## src/rtl/pps_discipline_ctrl_if.sv

```systemverilog
// pps_discipline_ctrl_if: signed error-sample valid/ready bus
// from the PPS discipline controller to the report formatter.
interface pps_discipline_ctrl_if;
  logic        err_valid;
  logic        err_ready;
  logic [31:0] err_data;

  modport master (
    output err_valid,
    output err_data,
    input  err_ready
  );

  modport slave (
    input  err_valid,
    input  err_data,
    output err_ready
  );
endinterface

```

## src/rtl/pps_discipline_ctrl.sv

```systemverilog
// pps_discipline_ctrl: PPS period measurement, lock tracking, holdover flywheel.
// Define PPS_AVG_EN to publish block averages of 2**AVG_LOG2 seconds.
module pps_discipline_ctrl #(
  parameter int unsigned CLOCK_PER_SECOND = 10_000_000,
  parameter int unsigned TOL              = 1000,
  parameter int unsigned LOCK_COUNT       = 3
`ifdef PPS_AVG_EN
  ,
  parameter int unsigned AVG_LOG2         = 2
`endif
) (
  input  logic                         clk,
  input  logic                         resetn,
  input  logic                         pps,
  input  logic                         enable,
  pps_discipline_ctrl_if.master        err,
  output logic                         locked,
  output logic                         holdover,
  output logic                         tick,
  output logic                         overrun,
  output logic [7:0]                   missing_cnt
);

  typedef enum logic [2:0] {
    IDLE,
    SEEK,
    ACQUIRE,
    LOCKED,
    HOLDOVER
  } state_t;

  localparam logic [31:0] CPS   = 32'(CLOCK_PER_SECOND);
  localparam logic [31:0] T_OUT = 32'(CLOCK_PER_SECOND + TOL);
  localparam logic [31:0] T_FLY = 32'(CLOCK_PER_SECOND - 1);
  localparam logic [31:0] TOLV  = 32'(TOL);
  localparam logic [7:0]  LCK_N = 8'(LOCK_COUNT);

  state_t      state, state_n;
  logic        last_pps;
  logic [31:0] cnt, cnt_n;
  logic [7:0]  good_cnt, good_n;
  logic        edge_det, good;
  logic        sample, fly, tmo;
  logic        pub;
  logic [31:0] period, err_e, abs_e, pub_data;
  logic        valid_q;
  logic [31:0] data_q;

  assign edge_det = pps & ~last_pps;
  assign period   = cnt + 32'd1;
  assign err_e    = period - CPS;
  assign abs_e    = err_e[31] ? (~err_e + 32'd1) : err_e;
  assign good     = (abs_e <= TOLV);

  assign locked   = (state == LOCKED);
  assign holdover = (state == HOLDOVER);

  always_comb begin
    state_n = state;
    cnt_n   = cnt;
    good_n  = good_cnt;
    sample  = 1'b0;
    fly     = 1'b0;
    tmo     = 1'b0;
    unique case (state)
      IDLE: begin
        cnt_n = '0;
        if (enable) state_n = SEEK;
      end
      SEEK: begin
        cnt_n = '0;
        if (edge_det) begin
          state_n = ACQUIRE;
          good_n  = '0;
        end
      end
      ACQUIRE, LOCKED: begin
        if (edge_det) begin
          sample = 1'b1;
          cnt_n  = '0;
          if (!good) begin
            good_n  = '0;
            state_n = ACQUIRE;
          end else if (state == ACQUIRE) begin
            good_n = good_cnt + 8'd1;
            if (good_n == LCK_N) state_n = LOCKED;
          end
        end else if (cnt == T_OUT) begin
          // Missed second: edge in the same cycle would have won above
          tmo     = 1'b1;
          cnt_n   = '0;
          good_n  = '0;
          state_n = (state == LOCKED) ? HOLDOVER : SEEK;
        end else begin
          cnt_n = cnt + 32'd1;
        end
      end
      HOLDOVER: begin
        if (edge_det) begin
          state_n = ACQUIRE;
          cnt_n   = '0;
          good_n  = '0;
        end else if (cnt == T_FLY) begin
          fly   = 1'b1;
          cnt_n = '0;
        end else begin
          cnt_n = cnt + 32'd1;
        end
      end
      default: state_n = IDLE;
    endcase
    if (!enable) begin
      state_n = IDLE;
      cnt_n   = '0;
      good_n  = '0;
      sample  = 1'b0;
      fly     = 1'b0;
      tmo     = 1'b0;
    end
  end

  always_ff @(posedge clk or negedge resetn) begin
    if (!resetn) begin
      state       <= IDLE;
      last_pps    <= 1'b0;
      cnt         <= '0;
      good_cnt    <= '0;
      tick        <= 1'b0;
      missing_cnt <= '0;
    end else begin
      state    <= state_n;
      last_pps <= pps;
      cnt      <= cnt_n;
      good_cnt <= good_n;
      tick     <= sample | fly;
      if ((tmo | fly) && missing_cnt != 8'hFF)
        missing_cnt <= missing_cnt + 8'd1;
    end
  end

`ifdef PPS_AVG_EN
  localparam int          SW    = 32 + AVG_LOG2;
  localparam logic [7:0]  SLAST = 8'((1 << AVG_LOG2) - 1);

  logic signed [SW-1:0] sum_q, sum_acc;
  logic [7:0]           scnt_q;

  assign sum_acc  = sum_q + SW'($signed(err_e));
  assign pub      = sample & (scnt_q == SLAST);
  assign pub_data = 32'(sum_acc >>> AVG_LOG2);

  always_ff @(posedge clk or negedge resetn) begin
    if (!resetn) begin
      sum_q  <= '0;
      scnt_q <= '0;
    end else if (state_n == IDLE || state_n == SEEK ||
                 state_n == HOLDOVER) begin
      sum_q  <= '0;
      scnt_q <= '0;
    end else if (sample) begin
      if (scnt_q == SLAST) begin
        sum_q  <= '0;
        scnt_q <= '0;
      end else begin
        sum_q  <= sum_acc;
        scnt_q <= scnt_q + 8'd1;
      end
    end
  end
`else
  assign pub      = sample;
  assign pub_data = err_e;
`endif

  // A publish never waits: an unconsumed sample is overwritten and flagged
  always_ff @(posedge clk or negedge resetn) begin
    if (!resetn) begin
      valid_q <= 1'b0;
      data_q  <= '0;
      overrun <= 1'b0;
    end else if (!enable) begin
      valid_q <= 1'b0;
      overrun <= 1'b0;
    end else if (pub) begin
      data_q  <= pub_data;
      valid_q <= 1'b1;
      if (valid_q && !err.err_ready) overrun <= 1'b1;
    end else if (valid_q && err.err_ready) begin
      valid_q <= 1'b0;
    end
  end

  assign err.err_valid = valid_q;
  assign err.err_data  = data_q;

endmodule

```

## src/flat_wrapper.sv

```systemverilog
// flat-port wrapper written by rule: the top's interface ports become plain ports
module pps_discipline_ctrl_flat 
#(
  parameter int unsigned CLOCK_PER_SECOND = 10_000_000,
  parameter int unsigned TOL              = 1000,
  parameter int unsigned LOCK_COUNT       = 3

)
  (clk, resetn, pps, enable, locked, holdover, tick, overrun, missing_cnt, err_err_valid, err_err_data, err_err_ready);
  pps_discipline_ctrl_if err_i ();
  input  logic clk;
  input  logic resetn;
  input  logic pps;
  input  logic enable;
  output logic locked;
  output logic holdover;
  output logic tick;
  output logic overrun;
  output logic [7:0] missing_cnt;
  output wire logic [$bits(err_i.err_valid)-1:0] err_err_valid;
  output wire logic [$bits(err_i.err_data)-1:0] err_err_data;
  input wire logic [$bits(err_i.err_ready)-1:0] err_err_ready;
  assign err_err_valid = err_i.err_valid;
  assign err_err_data = err_i.err_data;
  assign err_i.err_ready = err_err_ready;
  pps_discipline_ctrl #(.CLOCK_PER_SECOND(CLOCK_PER_SECOND), .TOL(TOL), .LOCK_COUNT(LOCK_COUNT)) u_core (.clk(clk), .resetn(resetn), .pps(pps), .enable(enable), .err(err_i), .locked(locked), .holdover(holdover), .tick(tick), .overrun(overrun), .missing_cnt(missing_cnt));
endmodule
```

## config.mk

```make
export PLATFORM = sky130hd
export DESIGN_NAME = pps_discipline_ctrl_flat
export DESIGN_NICKNAME = d
export VERILOG_FILES = /design/src/rtl/pps_discipline_ctrl_if.sv /design/src/rtl/pps_discipline_ctrl.sv /design/src/flat_wrapper.sv
export SDC_FILE = /design/constraint.sdc
export NUM_CORES = 1
export LEC_CHECK = 0
export ABC_AREA = 0
export BUFFER_PORTS_ARGS = -buffer_cell sky130_fd_sc_hd__buf_2
export CAP_MARGIN = 20
export CORE_MARGIN = 2
export CORE_UTILIZATION = 39
export CTS_CLUSTER_SIZE = 40
export DETAILED_ROUTE_END_ITERATION = 6
export HOLD_SLACK_MARGIN = 0.05
export PLACE_DENSITY = 0.58
export SYNTH_ARGS = -nofsm -noshare
export SYNTH_HDL_FRONTEND = slang
export SYNTH_SLANG_ARGS = --single-unit
```

## constraint.sdc

```tcl
create_clock -name clk -period 6.7 [get_ports clk]
set_input_delay 1.005 -clock clk [delete_from_list [all_inputs] [get_ports clk]]
set_output_delay 1.005 -clock clk [all_outputs]
set_load 0.01 [all_outputs]
```

# == After elaboration in Yosys (flattened, before gate mapping) ==
# Index checks and enable logic that the tools add are counted.
# totals
word_cells,89
regBits,87
input_bits,5
# op_classes
n_bitwise,5
order_cmp,1
eq_ne,17
add_sub_neg,5
n_mux,40
reduce_logical,12
# ops
op,n
$mux 32,6
$pmux 32 s3,1
$add 32x1->32 const B,2
$eq 32x24->1 const B,2
$mux 8,6
$le 32x10->1 const B,1
$not 32->32,1
$sub 32x24->32 const B,1
$mux 3,8
$mux 1,17
$add 8x1->8 const B,2
$pmux 8 s2,1
$ne 5x5->1 const B,2
$pmux 3 s3,1
$eq 8x2->1 const B,1
$ne 4x2->1 const B,2
$ne 8x8->1 const B,1
$reduce_and 4->1,2
$eq 3x2->1 const B,2
$ne 3x2->1 const B,2
$reduce_or 2->1,3
$ne 2x1->1 const B,2
$reduce_and 2->1,2
$eq 3x1->1 const B,1
other kinds (8),11

# == Longest topological paths before layout ==
# depth
word_depth,10
depth_mapped,27

# == Least setup slack after synthesis ==
# Ideal clock, no wire load.
# synth_timing
path_kind,register to register
start,register u_core.cnt[0]
end,register u_core.good_cnt[3]
arrival_ps,5236
stages_incl_launch_ff,26
slack_ps,1368
required_time_ps,6604
cell_sequence,dfrtp_1 ha_1 buf_2 and3_1 buf_2 nand2_1 nor2_1 xnor2_1 ha_1 clkbuf_1 nor3b_1 nand4_1 a21o_1 a311o_1 and3_1 nor2_1 xor2_1 or4_4 nor4b_2 a211oi_1 a311oi_2 nand4_2 o31a_1 buf_6 o22a_1 o31ai_1
# synth_via
elab_chain_cells,10
elab_cells_between_ends,14
# synth_rtl
item,line,source
from (decl),pps_discipline_ctrl.sv:40,"logic [31:0] cnt, cnt_n;"
from (signal assigned),pps_discipline_ctrl.sv:133,cnt <= cnt_n;
$add 32x1->32,pps_discipline_ctrl.sv:50,assign period = cnt + 32'd1;
$sub 32x24->32,pps_discipline_ctrl.sv:51,assign err_e = period - CPS;
$not 32->32,pps_discipline_ctrl.sv:52,assign abs_e = err_e[31] ? (~err_e + 32'd1) : err_e;
$add 32x1->32,pps_discipline_ctrl.sv:52,
$mux 32,pps_discipline_ctrl.sv:52,
$le 32x10->1,pps_discipline_ctrl.sv:53,assign good = (abs_e <= TOLV);
$mux 8,pps_discipline_ctrl.sv:81,if (!good) begin
$mux 8,pps_discipline_ctrl.sv:78,if (edge_det) begin
$pmux 8 s2,pps_discipline_ctrl.sv:65,unique case (state)
$mux 8,pps_discipline_ctrl.sv:112,if (!enable) begin
to (signal assigned),pps_discipline_ctrl.sv:134,good_cnt <= good_n;
to (decl),pps_discipline_ctrl.sv:41,"logic [7:0] good_cnt, good_n;"
# Several ways; a longest one is shown, not always the timed one.
# A chain may end at the register's enable or synchronous reset.

# == Worst setup path in the final report ==
# layout_timing
start,register u_core.cnt[4]
end,register u_core.good_cnt[7]
# The elaborated chain is that of the path after synthesis.

==> impl_metrics.ini <==
[global_routing]
antenna_found_initial = 0
grt_max_degree = 64
grt_pass1_wl_um = 35700
first_global_vias = 6445
track_usage_pct = 22.7
grt-ovfl-total = 0

[drt]
viasPerCell = 6.08
ant_nets = 0
wl_per_cell_um = 19.2
vias = 6985
drc = 0
routed_wl_um = 22000
drt_iter0_markers = 801
drtPass1Iterations = 5

[clocking]
cts_setup_buffers = 0
cts-root-buf = clkbuf_16
cts_tree = built
postCtsHoldBufs = 0
cts_made_buffers = 9
cts_resized = 0
numClockSinks = 87
clock_latency_ns = 0.36
htreeDepth = 3
clk_path_buf_depth = 2
path_clk_slew_ns = 0.07

[logic_synthesis]
synth_cells = 902
ys.flop_type = dfrtp_1
yosysTopAreaCell = dfrtp_1
synth.top_cell.area_share_pct = 30.4
seq_area_frac_synth_pct = 30.4
synth_cell_type_count = 94
avgSynthCellArea_um2 = 7.94
synthTopCellsByArea = dfrtp_1 (30%), nand2_1 (6.7%), o21ai_0 (6.6%)
syn_area_mm2 = 0.00717
synth_nets = 915
ys_ff_latch = 87
synth_edf_count = 0
ys_async_sr_fraction_pct = 100
ys_warn_count = 0

[worst_setup_path]
r2r-start = u_core.cnt[4]
crit_path_start = u_core.cnt[4]
arrival_ns = 6.37
worstSetupPathType = register to register
start_kind = register
worst-path-max-fanout = 19
required_ns = 6.96
critPathCaptureType = register

[final_layout]
antenna_cells = 0
finalNetCount = 927
layout_commonest_cell = nand2_1
drive_above_1_share_pct = 12.9
area_growth_pct = 9.17
layout_common_cells = nand2_1 (128), o21ai_0 (95), dfrtp_1 (87)
fillCellCount = 1832
final_cells = 1148

[sta]
worstMarginPinSlew_ns = 0.883
fin_crit_sh_pct = 91.2
finalMaxSlewViolations = 0
fin_crit_ns = 6.11
hold_viol = 0
rsz0062_at_grt = no
slew_headroom_pct = 41.0
fmax_mhz = 164
final.setup_skew_ns = 0.00869
tns_ns = 0
setup_violations = 0

[placement]
post-dp-hpwl_um = 16500
placedCellCount = 1132
place.port_buffers = 49
gp_congestion = 0.916

[status]
status = finished clean

[min_path]
holdCritStartpoint = u_core.err.err_data[3]
min_path_type = register to register

[floorplanning]
die_w_um = 140
start_util_pct = 39.8
die_y_um = 140
num_rows = 49
io_pins = 50
fp.coreArea_mm2 = 0.0180
die_area_mm2 = 0.0195

[power_and_ir_drop]
ir_drop_mv = 0.183
p_per_area_mw_per_mm2 = 165
power_leakage_nw = 3.16

[flow_run]
maxCapViolCount = 0
path summary, 6_finish.rpt:
check | end | slack (ns) | cells past startpoint
hold / removal | u_core.err.err_data[3] | 0.47 | 2
max in group asynchronous | u_core.err.err_data[25] | 5.00 | 2
hold reg to reg | u_core.err.err_data[3] | 0.47 | 2
setup reg to reg | u_core.good_cnt[7] | 0.59 | 21
setup / recovery | u_core.good_cnt[7] | 0.59 | 21
min in group asynchronous | u_core.cnt[2] | 0.56 | 1
cells in the mapped netlist, types with 18 or more instances:
master    number
o21ai_0       95
nand2_1      128
dfrtp_1       87
nand4_1       26
xnor2_1       45
xor2_1        25
nor3_1        24
clkbuf_1      39
inv_1         25
a21oi_1       22
nor2_1        58
nand3_1       35
nor4_1        18
worst max-delay path, stage by stage (launching register included):
cell and delay (ns):
dfrtp_1 0.76, and2_1 0.47, nand2_1 0.09, buf_4 0.18, nor2_1 0.13, xnor2_1 0.13, ha_1 0.35, nor3b_1 0.21
nand4_1 0.11, a21o_1 0.26, a311o_1 0.40, nand3_1 0.15, nand3_1 0.11, a21boi_0 0.36, or2_1 0.55, o21ai_0 0.20
a22o_1 0.24, nor4_1 0.37, nand4_2 0.20, nor2_1 0.12, o21ai_0 0.28, o31ai_1 0.33
through the flow:
stage                     total power, W  area, um2  utilization (%)  setup WS [ns]  hold WS (ns)
after floorplan                 0.000692       7170                -           1.37         0.483
after global placement          0.000768       7520             41.7          0.973         0.458
after detailed placement        0.000770       7520             41.7          0.707         0.462
after CTS                        0.00131       7820             43.4          0.666         0.480
after global routing             0.00135       7820             43.4          0.147         0.494
final                            0.00129       7820             43.4          0.586         0.473
state kept, by name (all words and copies together) (netlist names):
name and cells:
u_core.good_cnt 8, u_core.missing_cnt 8, u_core.state 3, u_core.cnt 32
u_core.last_pps 1, u_core.err.err_data 32, u_core.overrun 1, u_core.err.err_valid 1
u_core.tick 1
final cells by class:
cell class	count	area, um2	share of cell area (%)
multi-input combinational	729	4610	59.0
timing repair buffer	62	345	4.41
sequential	87	2180	27.8
clock buffer	11	243	3.10
tap	229	287	3.66
inverter	25	93.8	1.20
clock inverter	5	63.8	0.816
where the power goes:
group          leakage, nW  switching, W  internal [W]
clock                0.147      0.000229      0.000303
sequential            1.19     0.0000277      0.000573
combinational         1.83     0.0000962     0.0000588
total                 3.16      0.000353      0.000935
kinds of logic (layout without fill, tap and decap cells):
| group | count (synthesis) | after routing | share of synthesized area, % |
|---|---|---|---|
| mux | 5 | 5 | 0.751 |
| fa+ha+maj | 8 | 8 | 1.40 |
| flops | 87 | 87 | 30.4 |
| buf+inv | 86 | 103 | 5.40 |
| simple gates | 405 | 405 | 30.8 |
| compound gates | 238 | 238 | 21.9 |
| xor+xnor | 73 | 73 | 9.32 |
metal layers:
layer	GRT usage, %	part of all wire [%]	vias to the layer above
met5	0	0	-
met2	36.1	46	276
met1	32.0	46	3332
met3	4.13	6.2	34
met4	6.11	2.0	0
li1	-	-	3343
(Power assumes the default switching activity.)
